$ cat config.mk
export PLATFORM = sky130hd
export DESIGN_NAME = outport_uart_tx_flat
export DESIGN_NICKNAME = d
export VERILOG_FILES = /design/src/rtl/mini_src_io_pkg.sv /design/src/rtl/outport_uart_tx_if.sv /design/src/rtl/outport_uart_tx_word_fifo.sv /design/src/rtl/outport_uart_tx.sv /design/src/flat_wrapper.sv
export SDC_FILE = /design/constraint.sdc
export NUM_CORES = 1
export LEC_CHECK = 0
export CORE_ASPECT_RATIO = 0.9
export CORE_MARGIN = 8
export CORE_UTILIZATION = 61
export DETAILED_ROUTE_END_ITERATION = 6
export PLACE_DENSITY = 0.84
export SYNTH_ARGS = -nofsm -noshare
export SYNTH_HDL_FRONTEND = slang
export SYNTH_HIERARCHICAL = 1
export SYNTH_SLANG_ARGS = --single-unit
$ cat constraint.sdc
create_clock -name clock -period 11.55 [get_ports clock]
set_input_delay 2.31 -clock clock [delete_from_list [all_inputs] [get_ports clock]]
set_output_delay 2.31 -clock clock [all_outputs]
set_load 0.05 [all_outputs]
$ cat src/rtl/mini_src_io_pkg.sv
// Shared types and constants for the Mini-SRC OutPort UART transmitter.
package mini_src_io_pkg;

    typedef enum logic [2:0] {
        IDLE   = 3'd0,
        START  = 3'd1,
        DATA   = 3'd2,
        PARITY = 3'd3,
        STOP   = 3'd4
    } uart_state_e;

    localparam int BYTES_PER_WORD = 4;
    localparam int DATA_BITS      = 8;
    localparam int COUNT_W        = 5;

    localparam int OVF_BIT   = 7;
    localparam int FULL_BIT  = 6;
    localparam int BUSY_BIT  = 5;
    localparam int COUNT_LSB = 0;

    function automatic logic even_parity(input logic [7:0] b);
        return ^b;
    endfunction

endpackage

$ cat src/rtl/outport_uart_tx_if.sv
// CPU-facing bundle: write strobe/data in, serial line and status out.
interface outport_uart_tx_if;
    logic        out_wr;
    logic [31:0] out_data;
    logic        tx;
    logic        busy;
    logic        fifo_full;
    logic [4:0]  fifo_count;
    logic        overflow;
    logic [31:0] status_word;

    modport master (
        output out_wr, out_data,
        input  tx, busy, fifo_full, fifo_count, overflow, status_word
    );

    modport slave (
        input  out_wr, out_data,
        output tx, busy, fifo_full, fifo_count, overflow, status_word
    );
endinterface

$ cat src/rtl/outport_uart_tx_word_fifo.sv
// Synchronous word FIFO; a push while full is accepted when a pop happens in the same cycle.
module word_fifo
    import mini_src_io_pkg::*;
#(
    parameter int FIFO_DEPTH = 4
) (
    input  logic               clock,
    input  logic               clear,
    input  logic               push,
    input  logic               pop,
    input  logic [31:0]        din,
    output logic [31:0]        dout,
    output logic [COUNT_W-1:0] count,
    output logic               full,
    output logic               empty
);
    localparam int PTR_W = $clog2(FIFO_DEPTH);

    logic [PTR_W-1:0]   wr_ptr_q, wr_ptr_d, rd_ptr_q, rd_ptr_d;
    logic [COUNT_W-1:0] count_q, count_d;
    logic [31:0]        mem_q [FIFO_DEPTH];
    logic               push_ok, pop_ok;

    always_comb begin
        full     = (count_q == COUNT_W'(FIFO_DEPTH));
        empty    = (count_q == {COUNT_W{1'b0}});
        pop_ok   = pop & ~empty;
        push_ok  = push & (~full | pop_ok);
        wr_ptr_d = push_ok ? wr_ptr_q + PTR_W'(1) : wr_ptr_q;
        rd_ptr_d = pop_ok  ? rd_ptr_q + PTR_W'(1) : rd_ptr_q;
        case ({push_ok, pop_ok})
            2'b10:   count_d = count_q + COUNT_W'(1);
            2'b01:   count_d = count_q - COUNT_W'(1);
            default: count_d = count_q;
        endcase
        dout  = mem_q[rd_ptr_q];
        count = count_q;
    end

    always_ff @(posedge clock) begin
        if (!clear) begin
            wr_ptr_q <= {PTR_W{1'b0}};
            rd_ptr_q <= {PTR_W{1'b0}};
            count_q  <= {COUNT_W{1'b0}};
        end else begin
            wr_ptr_q <= wr_ptr_d;
            rd_ptr_q <= rd_ptr_d;
            count_q  <= count_d;
        end
    end

    // Storage carries no reset; validity is tracked entirely by the pointers.
    always_ff @(posedge clock) begin
        if (push_ok) begin
            mem_q[wr_ptr_q] <= din;
        end
    end

endmodule

$ cat src/rtl/outport_uart_tx.sv
// OutPort UART transmitter: buffers CPU words and sends each as four LSB-first bytes.
// Define OUTPORT_UART_PARITY_EN to add an even-parity bit after each byte's data bits.
module outport_uart_tx
    import mini_src_io_pkg::*;
#(
    parameter int CLKS_PER_BIT = 16,
    parameter int FIFO_DEPTH   = 4
) (
    input  logic               clock,
    input  logic               clear,
    outport_uart_tx_if.slave   bus
);
    localparam logic [15:0] BAUD_LAST = 16'(CLKS_PER_BIT - 1);
    localparam logic [1:0]  LAST_BYTE = 2'(BYTES_PER_WORD - 1);
    localparam logic [2:0]  LAST_BIT  = 3'(DATA_BITS - 1);

    uart_state_e        state_q, state_d;
    logic [15:0]        baud_q, baud_d;
    logic [2:0]         bit_idx_q, bit_idx_d;
    logic [1:0]         byte_idx_q, byte_idx_d;
    logic [31:0]        shift_q, shift_d;
    logic               overflow_q, overflow_d;
    logic               tx_q, tx_d;

    logic               fifo_pop;
    logic [31:0]        fifo_dout;
    logic [COUNT_W-1:0] fifo_count;
    logic               fifo_full, fifo_empty;
    logic               baud_done;

    word_fifo #(.FIFO_DEPTH(FIFO_DEPTH)) u_fifo (
        .clock (clock),
        .clear (clear),
        .push  (bus.out_wr),
        .pop   (fifo_pop),
        .din   (bus.out_data),
        .dout  (fifo_dout),
        .count (fifo_count),
        .full  (fifo_full),
        .empty (fifo_empty)
    );

    // Frame sequencer: baud timing, bit/byte stepping and FIFO pops.
    always_comb begin
        state_d    = state_q;
        bit_idx_d  = bit_idx_q;
        byte_idx_d = byte_idx_q;
        shift_d    = shift_q;
        fifo_pop   = 1'b0;
        baud_done  = (baud_q == BAUD_LAST);
        baud_d     = baud_done ? 16'd0 : baud_q + 16'd1;
        overflow_d = overflow_q | (bus.out_wr & fifo_full & ~fifo_pop);

        case (state_q)
            IDLE: begin
                baud_d = 16'd0;
                if (!fifo_empty) begin
                    fifo_pop   = 1'b1;
                    shift_d    = fifo_dout;
                    byte_idx_d = 2'd0;
                    state_d    = START;
                end else begin
                    state_d = IDLE;
                end
            end
            START: begin
                if (baud_done) begin
                    bit_idx_d = 3'd0;
                    state_d   = DATA;
                end else begin
                    state_d = START;
                end
            end
            DATA: begin
                if (baud_done && bit_idx_q == LAST_BIT) begin
`ifdef OUTPORT_UART_PARITY_EN
                    state_d = PARITY;
`else
                    state_d = STOP;
`endif
                end else if (baud_done) begin
                    bit_idx_d = bit_idx_q + 3'd1;
                end else begin
                    state_d = DATA;
                end
            end
`ifdef OUTPORT_UART_PARITY_EN
            PARITY: begin
                if (baud_done) begin
                    state_d = STOP;
                end else begin
                    state_d = PARITY;
                end
            end
`endif
            STOP: begin
                if (!baud_done) begin
                    state_d = STOP;
                end else if (byte_idx_q != LAST_BYTE) begin
                    byte_idx_d = byte_idx_q + 2'd1;
                    shift_d    = shift_q >> DATA_BITS;
                    state_d    = START;
                end else if (!fifo_empty) begin
                    fifo_pop   = 1'b1;
                    shift_d    = fifo_dout;
                    byte_idx_d = 2'd0;
                    state_d    = START;
                end else begin
                    state_d = IDLE;
                end
            end
            default: begin
                baud_d  = 16'd0;
                state_d = IDLE;
            end
        endcase

        // A pop frees a slot, so a concurrent write into a full FIFO is not lost.
        overflow_d = overflow_q | (bus.out_wr & fifo_full & ~fifo_pop);

        case (state_d)
            IDLE:    tx_d = 1'b1;
            START:   tx_d = 1'b0;
            DATA:    tx_d = shift_d[bit_idx_d];
`ifdef OUTPORT_UART_PARITY_EN
            PARITY:  tx_d = even_parity(shift_d[7:0]);
`endif
            STOP:    tx_d = 1'b1;
            default: tx_d = 1'b1;
        endcase
    end

    // Sequencer and line registers.
    always_ff @(posedge clock) begin
        if (!clear) begin
            state_q    <= IDLE;
            baud_q     <= 16'd0;
            bit_idx_q  <= 3'd0;
            byte_idx_q <= 2'd0;
            shift_q    <= 32'd0;
            overflow_q <= 1'b0;
            tx_q       <= 1'b1;
        end else begin
            state_q    <= state_d;
            baud_q     <= baud_d;
            bit_idx_q  <= bit_idx_d;
            byte_idx_q <= byte_idx_d;
            shift_q    <= shift_d;
            overflow_q <= overflow_d;
            tx_q       <= tx_d;
        end
    end

    // Status outputs, all derived from registered state.
    always_comb begin
        bus.tx          = tx_q;
        bus.busy        = (state_q != IDLE) | (fifo_count != {COUNT_W{1'b0}});
        bus.fifo_full   = fifo_full;
        bus.fifo_count  = fifo_count;
        bus.overflow    = overflow_q;
        bus.status_word = 32'd0;
        bus.status_word[OVF_BIT]                 = overflow_q;
        bus.status_word[FULL_BIT]                = fifo_full;
        bus.status_word[BUSY_BIT]                = bus.busy;
        bus.status_word[COUNT_LSB +: COUNT_W]    = fifo_count;
    end

endmodule

$ cat src/flat_wrapper.sv
// flat-port wrapper written by rule: the top's interface ports become plain ports
module outport_uart_tx_flat import mini_src_io_pkg::*;
#(
    parameter int CLKS_PER_BIT = 16,
    parameter int FIFO_DEPTH   = 4
)
  (clock, clear, bus_out_wr, bus_out_data, bus_tx, bus_busy, bus_fifo_full, bus_fifo_count, bus_overflow, bus_status_word);
  outport_uart_tx_if bus_i ();
  input  logic clock;
  input  logic clear;
  input wire logic [$bits(bus_i.out_wr)-1:0] bus_out_wr;
  input wire logic [$bits(bus_i.out_data)-1:0] bus_out_data;
  output wire logic [$bits(bus_i.tx)-1:0] bus_tx;
  output wire logic [$bits(bus_i.busy)-1:0] bus_busy;
  output wire logic [$bits(bus_i.fifo_full)-1:0] bus_fifo_full;
  output wire logic [$bits(bus_i.fifo_count)-1:0] bus_fifo_count;
  output wire logic [$bits(bus_i.overflow)-1:0] bus_overflow;
  output wire logic [$bits(bus_i.status_word)-1:0] bus_status_word;
  assign bus_i.out_wr = bus_out_wr;
  assign bus_i.out_data = bus_out_data;
  assign bus_tx = bus_i.tx;
  assign bus_busy = bus_i.busy;
  assign bus_fifo_full = bus_i.fifo_full;
  assign bus_fifo_count = bus_i.fifo_count;
  assign bus_overflow = bus_i.overflow;
  assign bus_status_word = bus_i.status_word;
  outport_uart_tx #(.CLKS_PER_BIT(CLKS_PER_BIT), .FIFO_DEPTH(FIFO_DEPTH)) u_core (.clock(clock), .clear(clear), .bus(bus_i));
endmodule
==> results.cfg, run 1 <==
[outcome]
status = finished, final reports clean

[placement]
dp_hpwl_um = 9890
port_buffers = 51
gp_congestion = 0.803
dpl_cell_area_mm2 = 0.00882

[sta]
setup-tns-final_ps = 0
slew_violations = 0
min_period_ps = 4880
max_freq_mhz = 205
holdWs_ps = 445
clock-skew-final_ps = 7.26
rsz0062_at_grt = false
finalHoldViolations = 0
relSlewSlack_pct = 29.9
period_share_pct = 42.3
tightest_slew_ps = 1050
setup_viol = 0

[logic_synthesis]
synth_edf_count = 128
synth_top_family_by_area = multiplexers
async_reset_ff_share_pct = 0
synthAdderAreaFrac_pct = 2.19
ys_types = 59
ys_seq_area_share_pct = 62.7
synth-simple-area-share_pct = 9.74
ys_warn_count = 6
ys_seq_elements = 197
syn_inst = 596
ys.flop_type = edfxtp_1
synthXorXnorAreaFrac_pct = 1.89
synth_compound_area_share_pct = 7.64
postSynthAreaPerCell_um2 = 14.0
muxShareOfSynthArea_pct = 11.0
netlist_area_mm2 = 0.00834

[cts]
clockBufferDepth = 2
root_buffer = clkbuf_16
path_clk_slew_ps = 70
cts_setup_buffers = 0
clock-sinks = 197
insertion_delay_ps = 430
hold_buffers = 0
htree_levels = 4
cts_buffers = 17
cts_resized = 0
cts_tree = done

[routing]
wl_met2_um = 8210
wl_per_cell_um = 19.3
vias = 4806
dr.first_iter.drc_count = 353
totalWireLength_um = 15700
firstDrtPassIters = 5
route.met3.wl_um = 928
top_layer_used = met4
via_per_inst = 5.91
antenna_left = 0
m1WireLength_um = 6350
drc = 0

[floorplan]
core_area_mm2 = 0.0134
die_y_um = 127
die-width_um = 139
pin_count = 76
die-area_mm2 = 0.0177
start_util_pct = 62.4
rows = 40

[power_and_ir_drop]
ir_drop_uv = 168
power_density_mw_per_mm2 = 243
cellLeakagePower_nw = 3.18

[cells_and_area]
finalInstanceArea_mm2 = 0.00936
syn_to_final_growth_pct = 12.2
seq_area_mm2 = 0.00523
diodes = 0
fillers = 870
multi_input_area_mm2 = 0.00280
layout.nets = 681
drive_gt1_share_pct = 13.0

[grt]
grt_max_degree = 50
grt_antenna_before_repair = 0
grt_pass1_vias = 4895
grt_usage_pct = 18.6
grt_pass1_wl_um = 25600
overflow = 0

[flow_run]
maxCapViolations = 0

[hold_path]
min_path_type = register to register

[worst_setup_path]
endpoint_kind = primary output
worstPathArrival_ps = 2570
worstSetupPathType = register to primary output
crit_fanout = 7
cp.required_ps = 9240
cp-start-kind = register
## through the flow
step | cells | setup slack (ps) | total power [mW] | utilization [%]
3_5_place_dp | 781 | 6920 | 1.74 | 66.0
2_1_floorplan | 619 | 7030 | 1.55 | -
3_3_place_gp | 781 | 7070 | 1.71 | 66.0
4_1_cts | 813 | 6630 | 2.28 | 70.0
5_1_grt | 813 | 6580 | 2.38 | 70.0
6_report | 813 | 6670 | 2.27 | 70.0
## power by group
part / switching (mW) / total, mW / internal [mW]
logic: 0.485 / 0.801 / 0.317
registers: 0.0617 / 0.931 / 0.870
clock network: 0.258 / 0.539 / 0.281
## cells by family (layout without fill, tap and decap cells)
group,Yosys count,after routing
AOI/OAI and AO/OA,98,98
xor gates and xnor gates,18,18
adders and majority gates,14,14
buffers and inverters,72,98
DFF,197,197
muxes,52,52
other,1,24
and+or+nand+nor,144,144
## final timing paths
| path | start | to | slack (ps) | cells after the start |
|---|---|---|---|---|
| max | u_core/u_fifo/count[1]$_SDFFE_PN0P_ | bus_status_word[5] | 6670 | 3 |
| min | u_core/baud_q[0]$_SDFF_PP0_ | u_core/baud_q[0]$_SDFF_PP0_ | 440 | 1 |
| max reg2reg | u_core/u_fifo/count[0]$_SDFFE_PN0P_ | u_core/u_fifo/count[4]$_SDFFE_PN0P_ | 7450 | 14 |
| min reg2reg | u_core/baud_q[0]$_SDFF_PP0_ | u_core/baud_q[0]$_SDFF_PP0_ | 440 | 1 |
## cell usage in the layout (no fill, tap or decap), drive strengths merged, types with 11 or more instances in the layout
cell and count:
mux2i 20, dfxtp 69, a22oi 18, clkdlybuf4s50 51, inv 16, nor2b 13
clkbuf 21, nor2 28, and2 27, mux4 32, xnor2 11, nand3 14
nand2 28, edfxtp 128, ha 13, a21oi 25, o21ai 28, conb 24
## worst max-delay path: stages (launching register included)
cell	delay, ps
dfxtp_1	370
or4_1	580
or4_1	470
clkdlybuf4s50_1	730
## layout make-up
type	count	area share [%]
flip-flops and latches	197	55.9
multi-input cells	350	30.0
repair buffers	55	5.78
clock buffers	21	4.71
well taps	168	2.25
clock inverters	11	1.02
inverters	11	0.441
## sequential cells by signal (all words and copies together) (netlist names), named ones only
| name | count |
|---|---|
| u_core/u_fifo/wr_ptr_q | 2 |
| u_core/u_fifo/rd_ptr_q | 2 |
| u_core/u_fifo/count | 5 |
| u_core/byte_idx_q | 2 |
| u_core/u_fifo/mem_q | 128 |
| u_core/bus.tx | 1 |
| u_core/shift_q | 32 |
| u_core/bus.overflow | 1 |
| u_core/bit_idx_q | 3 |
| u_core/state_q | 3 |
| u_core/baud_q | 16 |
## layer usage
layer,global-route usage (%),vias to the layer above
met5,0,-
met3,6.19,12
li1,-,2247
met4,5.48,0
met1,21.6,2391
met2,32.3,156
## synthesized netlist by cell type, drive strengths merged (6+ instances only)
cell type  count  area share (%)
a21oi         25             1.5
a22o           6            0.63
a22oi         18             1.6
and2          27             2.1
buf           39             3.3
clkbuf        22            0.99
dfxtp         69              17
edfxtp       128              46
ha            13             2.0
inv           11            0.50
mux2i         20             2.4
mux4          32             8.6
nand2         28             1.3
nand3         14            0.84
nor2          28             1.3
nor2b         13            0.98
o21ai         28             1.7
or4            6            0.68
xnor2         11             1.2
xor2           7            0.74
No activity file was read; power rests on OpenSTA's default activity.
==> run 2: changes to the inputs <==
CORE_UTILIZATION = 57   (was 61)
PLACE_DENSITY = 0.79   (was 0.84)
clock period = 4.9 ns   (was 11.55 ns; I/O delays follow)
==> results.cfg, run 2 (synthesis results as in run 1) <==
[outcome]
status = finished, final reports clean

[worst_setup_path]
cp.required_ps = 5270
crit_fanout = 14
cp-start-kind = register
worstPathArrival_ps = 4140
crit_slowest_cell = or4_4
cp_slowest_stage_delay_ps = 580
crit_top_cell = mux2i_1
endpoint_kind = register
worstSetupPathType = register to register
crit_chain = or4_4, nor4_4, a31o_2, o21a_1, ha_1, inv_1, fa_1, nand2b_1, a21oi_1, mux2i_1, mux2i_1

[grt]
grt_usage_pct = 18.0
grt_pass1_wl_um = 25400
overflow = 0
grt_max_degree = 35
grt_pass1_vias = 4911
grt_antenna_before_repair = 0

[cells_and_area]
mostFrequentLayoutCell = edfxtp_1
largest_reg_flops = 128
diodes = 0
drive_gt1_share_pct = 13.6
regMostFlops = u_core/u_fifo/mem_q
mostFrequentLayoutCells = edfxtp_1 (128), dfxtp_1 (68), clkdlybuf4s50_1 (51), mux4_2 (32)
reg_top3 = u_core/u_fifo/mem_q: 128 flops, u_core/shift_q: 32 flops, u_core/baud_q: 16 flops
fin_cells = 844
syn_to_final_growth_pct = 13.7
fillers = 1055
layout.nets = 682

[sta]
setup_viol = 0
finalHoldViolations = 0
tightest_slew_ps = 975
setup-tns-final_ps = 0
clock-skew-final_ps = 14.6
rsz0062_at_grt = false
slew_violations = 0
max_freq_mhz = 265
relSlewSlack_pct = 35.0
period_share_pct = 77.0
min_period_ps = 3770
holdWs_ps = 454
setup_slack_ps = 1130

[routing]
dr.first_iter.drc_count = 412
vias = 4859
totalWireLength_um = 15900
antenna_left = 0
drc = 0
via_per_inst = 5.76
wl_per_cell_um = 18.9
firstDrtPassIters = 5

[placement]
gp_congestion = 0.883
pre_cts_slack_ps = 1200
port_buffers = 51
dp.cells = 812
dp_hpwl_um = 10200

[power_and_ir_drop]
sw_frac_of_total_pct = 35.0
combPwrFrac_pct = 33.5
clkPwrFrac_pct = 26.0
internal-power_mw = 3.57
p_seq_share_pct = 40.5
total_power_mw = 5.49
power_density_mw_per_mm2 = 579
cellLeakagePower_nw = 3.23
p_switching_mw = 1.92
ir_drop_uv = 399

[cts]
insertion_delay_ps = 440
cts_buffers = 17
cts_tree = done
path_clk_slew_ps = 70
cts_resized = 0
clock-sinks = 197
hold_buffers = 0
htree_levels = 4
clockBufferDepth = 2
root_buffer = clkbuf_16
cts_setup_buffers = 0

[floorplan]
start_util_pct = 57.5
die-width_um = 143
rows = 42
die_y_um = 131
core_area_mm2 = 0.0145
die-area_mm2 = 0.0188
pin_count = 76

[flow_run]
maxCapViolations = 0

[hold_path]
min_path_type = register to register
[run 2: cell types whose count changed in the layout (fill, tap and decap cells not counted), moves of 2 or more]
cell	previous run	this run
clkinv_4	1	3
clkbuf_1	4	0
bufinv_16	0	2
clkinvlp_4	4	2
inv_8	3	5
[run 2: area by class of cell]
| class | count | area [µm²] | share of cell area, % |
|---|---|---|---|
| sequential | 197 | 5230 | 55.1 |
| clock buffer | 17 | 425 | 4.49 |
| multi-input combinational | 350 | 2800 | 29.6 |
| clock inverter | 15 | 186 | 1.97 |
| tap | 198 | 248 | 2.61 |
| timing repair buffer | 56 | 548 | 5.78 |
| inverter | 11 | 41.3 | 0.436 |
[run 2: through the flow]
step / utilization (%) / cell area, µm²
finish: 65.3 / 9480
global placement: 61.1 / 8870
detailed placement: 61.1 / 8870
floorplan: - / 8420
global route: 65.3 / 9480
CTS: 65.3 / 9480
[run 2: path summary, 6_finish.rpt]
path / startpoint / to / slack [ps] / cells past startpoint
setup / recovery: u_core/baud_q[5]$_SDFF_PP0_ / u_core/u_fifo/count[4]$_SDFFE_PN0P_ / 1130 / 11
hold / removal: u_core/baud_q[0]$_SDFF_PP0_ / u_core/baud_q[0]$_SDFF_PP0_ / 450 / 1
setup reg to reg: u_core/baud_q[5]$_SDFF_PP0_ / u_core/u_fifo/count[4]$_SDFFE_PN0P_ / 1130 / 11
hold reg to reg: u_core/baud_q[0]$_SDFF_PP0_ / u_core/baud_q[0]$_SDFF_PP0_ / 450 / 1
[run 2: power by group through the flow]
stage | registers [mW] | logic, mW | clock network [mW]
after floorplan | 2.25 | 1.40 | 0
after global placement | 2.25 | 1.78 | 0
after detailed placement | 2.26 | 1.84 | 0
after CTS | 2.23 | 1.86 | 1.46
after global routing | 2.26 | 2.00 | 1.53
final | 2.22 | 1.84 | 1.43
[run 2: critical path: cells and delay by family, from the launching register on]
family	cells	cell delay [ps]
and+or+nand+nor	3	1220
AOI/OAI and AO/OA	3	890
adders and majority gates	2	690
muxes	2	430
DFF	1	350
buffers and inverters	1	100
[run 2: per-layer routing]
layer | GRT usage, % | vias to the layer above | part of all wire (%)
li1 | - | 2245 | -
met1 | 21.9 | 2425 | 41
met2 | 30.3 | 163 | 50
met3 | 4.36 | 26 | 6.9
met4 | 7.54 | 0 | 1.9
met5 | 0 | - | 0
==> run 3: changes to the inputs <==
CORE_UTILIZATION = 52   (was 57)
PLACE_DENSITY = 0.76   (was 0.79)
clock period = 3 ns   (was 4.9 ns; I/O delays follow)
==> results.cfg, run 3 (synthesis results as in run 1) <==
[power_and_ir_drop]
clkPwrFrac_pct = 23.5
combPwrFrac_pct = 37.8
p_seq_share_pct = 38.7
cellLeakagePower_nw = 3.45
sw_frac_of_total_pct = 35.4
internal-power_mw = 5.96
power_density_mw_per_mm2 = 936
p_switching_mw = 3.27
ir_drop_uv = 764

[floorplan]
die_y_um = 136
pin_count = 76
rows = 44
die-width_um = 149
die-area_mm2 = 0.0203
core_area_mm2 = 0.0159
start_util_pct = 52.4

[worst_setup_path]
crit_fanout = 4
reg2reg_slack_ps = 10
worstPathArrival_ps = 3360
worst_r2r_startpoint = u_core/baud_q[6]$_SDFF_PP0_
cp-start-kind = register
worstSetupPathType = register to register
cp.required_ps = 3380
endpoint_kind = register
critPathLaunch = u_core/baud_q[6]$_SDFF_PP0_

[sta]
finalHoldViolations = 0
rsz0062_at_grt = true
relSlewSlack_pct = 51.9
max_freq_mhz = 335
tightest_slew_ps = 719
period_share_pct = 99.6
slew_violations = 0
min_period_ps = 2990
setup_slack_ps = 12.6
clock-skew-final_ps = 12.2
setup_viol = 0

[grt]
grt_usage_pct = 16.7
grt_pass1_wl_um = 26100
overflow = 0
met1_usage_pct = 19.2
grt.busiest_layer = met2
grt_util_met2_pct = 28.9
grt_max_degree = 33
grt_antenna_before_repair = 0
use_met3_pct = 4.96
grt_pass1_vias = 5155

[cts]
clockBufferDepth = 2
insertion_delay_ps = 440
clock-sinks = 197
cts_tree = done
htree_levels = 4
path_clk_slew_ps = 70
cts_buffers = 17
root_buffer = clkbuf_16

[cells_and_area]
syn_to_final_growth_pct = 18.2
mostFrequentLayoutCell = edfxtp_1
finalInstanceArea_mm2 = 0.00985
mostFrequentLayoutCells = edfxtp_1 (128), dfxtp_1 (62), clkdlybuf4s50_1 (47), buf_4 (39), mux4_2 (32)
diodes = 0
largest_reg_flops = 128
regMostFlops = u_core/u_fifo/mem_q
drive_gt1_share_pct = 20.9
fin_cells = 890
multi_input_area_mm2 = 0.00286
seq_area_mm2 = 0.00524
fillers = 1148
reg_top3 = u_core/u_fifo/mem_q: 128 flops, u_core/shift_q: 32 flops, u_core/baud_q: 16 flops
layout.nets = 719

[routing]
firstDrtPassIters = 4
drc = 0
vias = 4984
totalWireLength_um = 16400
wl_per_cell_um = 18.4
antenna_left = 0
via_per_inst = 5.60
dr.first_iter.drc_count = 312

[placement]
dp_hpwl_um = 10600
pre_cts_slack_ps = -53.7
dp.cells = 852
gp_congestion = 0.769
port_buffers = 51
dpl_cell_area_mm2 = 0.00922

[hold_path]
min_path_type = register to register
hp-start = u_core/baud_q[0]$_SDFF_PP0_

[outcome]
status = finished, final reports clean

[flow_run]
maxCapViolations = 0
[run 3: cell types whose count changed in the layout (fill, tap and decap cells not counted), sizes merged]
cell and delta:
clkinv -1, clkbuf +1, dlygate4sd2 +2, clkinvlp +1, bufinv -2, clkdlybuf4s50 -4, buf +39, inv +1
[run 3: worst paths after layout]
| check | end | depth (start not counted) |
|---|---|---|
| min reg2reg | u_core/baud_q[0]$_SDFF_PP0_ | 1 |
| max reg2reg | u_core/u_fifo/count[3]$_SDFFE_PN0P_ | 12 |
| max | u_core/u_fifo/count[3]$_SDFFE_PN0P_ | 12 |
| min | u_core/baud_q[0]$_SDFF_PP0_ | 1 |
[run 3: per-layer routing]
metal / vias to the layer above / share of wire (%)
met5: - / 0
met4: 0 / 2.0
met3: 26 / 5.9
met2: 145 / 51
met1: 2483 / 41
li1: 2330 / -
[run 3: timing repair]
| action | in CTS | in global routing |
|---|---|---|
| cloned | 0 | 0 |
| resized for setup | 6 | 2 |
| endpoints found under the setup margin | 4 | 2 |
| buffers inserted | 4 | 2 |
| pin swaps | 7 | 5 |
| hold buffers | 0 | 0 |
[run 3: final cells by class]
class	instances	share of cell area, %
timing repair buffer	93	8.94
multi-input combinational	350	29.0
clock inverter	14	1.40
inverter	11	0.445
tap	207	2.63
clock buffer	18	4.36
sequential	197	53.2
[run 3: metrics by stage]
step	utilization (%)	hold slack (ps)	total power, mW	setup TNS [ps]
floorplan	-	413	6.10	-810
detailed placement	57.9	455	7.01	-76.8
global placement	57.9	424	6.90	0
CTS	61.8	464	9.26	-20.9
global route	61.9	506	9.67	-191
finish	61.9	460	9.22	0
[run 3: worst max-delay path, cell delays in order, from the launching register on]
cell	delay, ps
dfxtp_2	320
or4_4	550
nor4_4	320
a31o_2	250
o31a_4	150
inv_4	40
ha_4	160
buf_4	140
ha_4	250
a21o_2	110
a21oi_1	80
or4b_4	490
nand3_2	70
[run 3: power by group through the flow]
stage          clock, mW  sequential, mW  combinational [mW]
3_5_place_dp           0            3.62                3.39
5_1_grt             2.31            3.60                3.76
4_1_cts             2.21            3.56                3.49
3_3_place_gp           0            3.60                3.30
2_1_floorplan          0            3.68                2.42
6_report            2.17            3.57                3.49
==> patch: new RTL, settings of run 3 <==
The 5 states of `uart_state_e` get a Gray code encoding in 3 bits.
--- a/src/rtl/mini_src_io_pkg.sv
+++ b/src/rtl/mini_src_io_pkg.sv
@@ -4,7 +4,7 @@
     typedef enum logic [2:0] {
-        IDLE   = 3'd0,
-        START  = 3'd1,
-        DATA   = 3'd2,
-        PARITY = 3'd3,
-        STOP   = 3'd4
+        IDLE   = 3'b000,
+        START  = 3'b001,
+        DATA   = 3'b011,
+        PARITY = 3'b010,
+        STOP   = 3'b110
     } uart_state_e;
Formal check against the unedited RTL: same outputs for any inputs over 10 cycles, from zero or initial values; not proved beyond that.
==> patch against run 3 <==
The flow now finishes with violations (setup timing). Clock power grew 3%. Combinational power shrank 17%. Total power shrank 4.9%. Routed wire length shrank 1.3%. Final area shrank 0.61%. Synthesized area grew 0.56%. Sequential cell count is the same. Worst setup slack lost 0.018 ns. Final cell count shrank 0.67%. Critical endpoint unchanged. Largest cell class unchanged. Largest power group unchanged.
==> patch: results (changes against run 3) <==
.. list-table::
   :header-rows: 1

   * - Metric
     - Value
   * - Average size of a mapped cell
     - 14.0 um2 (about the same)
   * - Most common library cells after synthesis
     - sky130_fd_sc_hd__edfxtp_1 (128), sky130_fd_sc_hd__dfxtp_1 (69), sky130_fd_sc_hd__nor2_1 (39), sky130_fd_sc_hd__buf_4 (32), sky130_fd_sc_hd__mux4_2 (32) (was sky130_fd_sc_hd__edfxtp_1 (128), sky130_fd_sc_hd__dfxtp_1 (69), sky130_fd_sc_hd__buf_4 (32), sky130_fd_sc_hd__mux4_2 (32))
   * - Max stage delay on crit path
     - 0.61 ns (was 0.55 ns)
   * - Clk cell area share
     - 5.98% (was 5.75%)
   * - Leak pwr
     - 3.46 nW (was 3.45 nW)
   * - Maximum number of pins on one net before global-route repair
     - 34 (was 33)
   * - Result of the run
     - finished with violations (was completed)
   * - Count of routing violations after the opening detailed-route iteration
     - 329 (was 312)
   * - Placed Area
     - 0.00915 mm2 (was 0.00922 mm2)
   * - Non-clock inverters
     - 12 (was 11)
   * - Placer Congestion
     - 0.840 (was 0.769)
   * - Area of the multi-input gates
     - 0.00294 mm2 (was 0.00286 mm2)
   * - Vias in the first global route
     - 5056 (was 5155)
   * - Violated checks
     - setup timing
   * - Placed wire-length estimate
     - 10700 um (was 10600 um)
   * - # nets final
     - 713 (was 719)
   * - Remaining max-slew budget at the tightest pin
     - 37.1% (was 51.9%)
   * - Layout Area Growth over Synthesis
     - 16.8% (was 18.2%)
   * - Non-clock buffer share of cell area
     - 7.39% (was 8.94%)
   * - Endpoint arrival time on the critical path
     - 3.37 ns (was 3.36 ns)
   * - Nonclk buf count
     - 80 (was 93)
   * - Fraction of layout instances using a drive strength above 1
     - 18.6% (was 20.9%)
   * - Setup Slack @ Placement
     - 0.00358 ns (was -0.0537 ns)
   * - Vias
     - 4960 (was 4984)
   * - Total wirelength of the detailed-routed design
     - 16200 um (was 16400 um)
   * - PnR worst setup slack
     - -0.00586 ns (was 0.0126 ns)
   * - Final clock skew
     - 0.00952 ns (was 0.0122 ns)
   * - Setup violations, final
     - 1 (was 0)
   * - Post-synthesis sequential area ratio
     - 62.3% (was 62.7%)
patch: cell types whose count changed after synthesis, sizes merged, moves of 6 or more:
cell / delta
nor2: +11
a21oi: -16
nor2b: -6
mux2i: +6
patch: layer usage:
| layer | up-vias | GRT usage [%] | wire, um |
|---|---|---|---|
| li1 | 2326 | - | - |
| met5 | - | 0 | 0 |
| met4 | 0 | 5.99 | 369 |
| met2 | 129 | 28.5 | 8370 |
| met1 | 2480 | 19.0 | 6600 |
| met3 | 25 | 4.59 | 831 |
patch: kinds of logic after synthesis:
kind of cell,share of synthesized area (%)
flip-flops,62.3
AND/OR/NAND/NOR,9.69
AO/OA/AOI/OAI,7.28
buffers and inverters,4.66
multiplexers,11.8
XOR/XNOR,1.99
adder cells (fa/ha/maj),2.18
other,0.0447
patch: power by group through the flow:
stage               Sequential [mW]  Clock (mW)  Combinational (mW)
floorplan                      3.71           0                2.06
global placement               3.68           0                2.75
finish                         3.65        2.23                2.90
detailed placement             3.71           0                2.84
global route                   3.70        2.38                3.14
CTS                            3.65        2.28                2.89
patch: through the flow:
stage | hold WS [ns] | util, % | cells
3_5_place_dp | 0.446 | 57.3 | 849
2_1_floorplan | 0.413 | - | 623
5_1_grt | 0.453 | 61.3 | 884
4_1_cts | 0.456 | 61.0 | 882
6_report | 0.423 | 61.3 | 884
3_3_place_gp | 0.422 | 57.3 | 849
patch: worst max-delay path: cells and delay by family (launching register included):
kind / cells / cell delay (ns)
simple gates: 6 / 1.56
fa+ha+maj: 2 / 0.54
compound gates: 3 / 0.36
flops: 1 / 0.34
buf+inv: 1 / 0.14
patch: what timing repair did:
item | in CTS | in global routing
gates resized for setup | 0 | 8
cloned | 0 | 0
setup endpoints to repair | 2 | 3
buffers inserted | 1 | 2
pin swaps | 2 | 1
hold buffers | 0 | 0
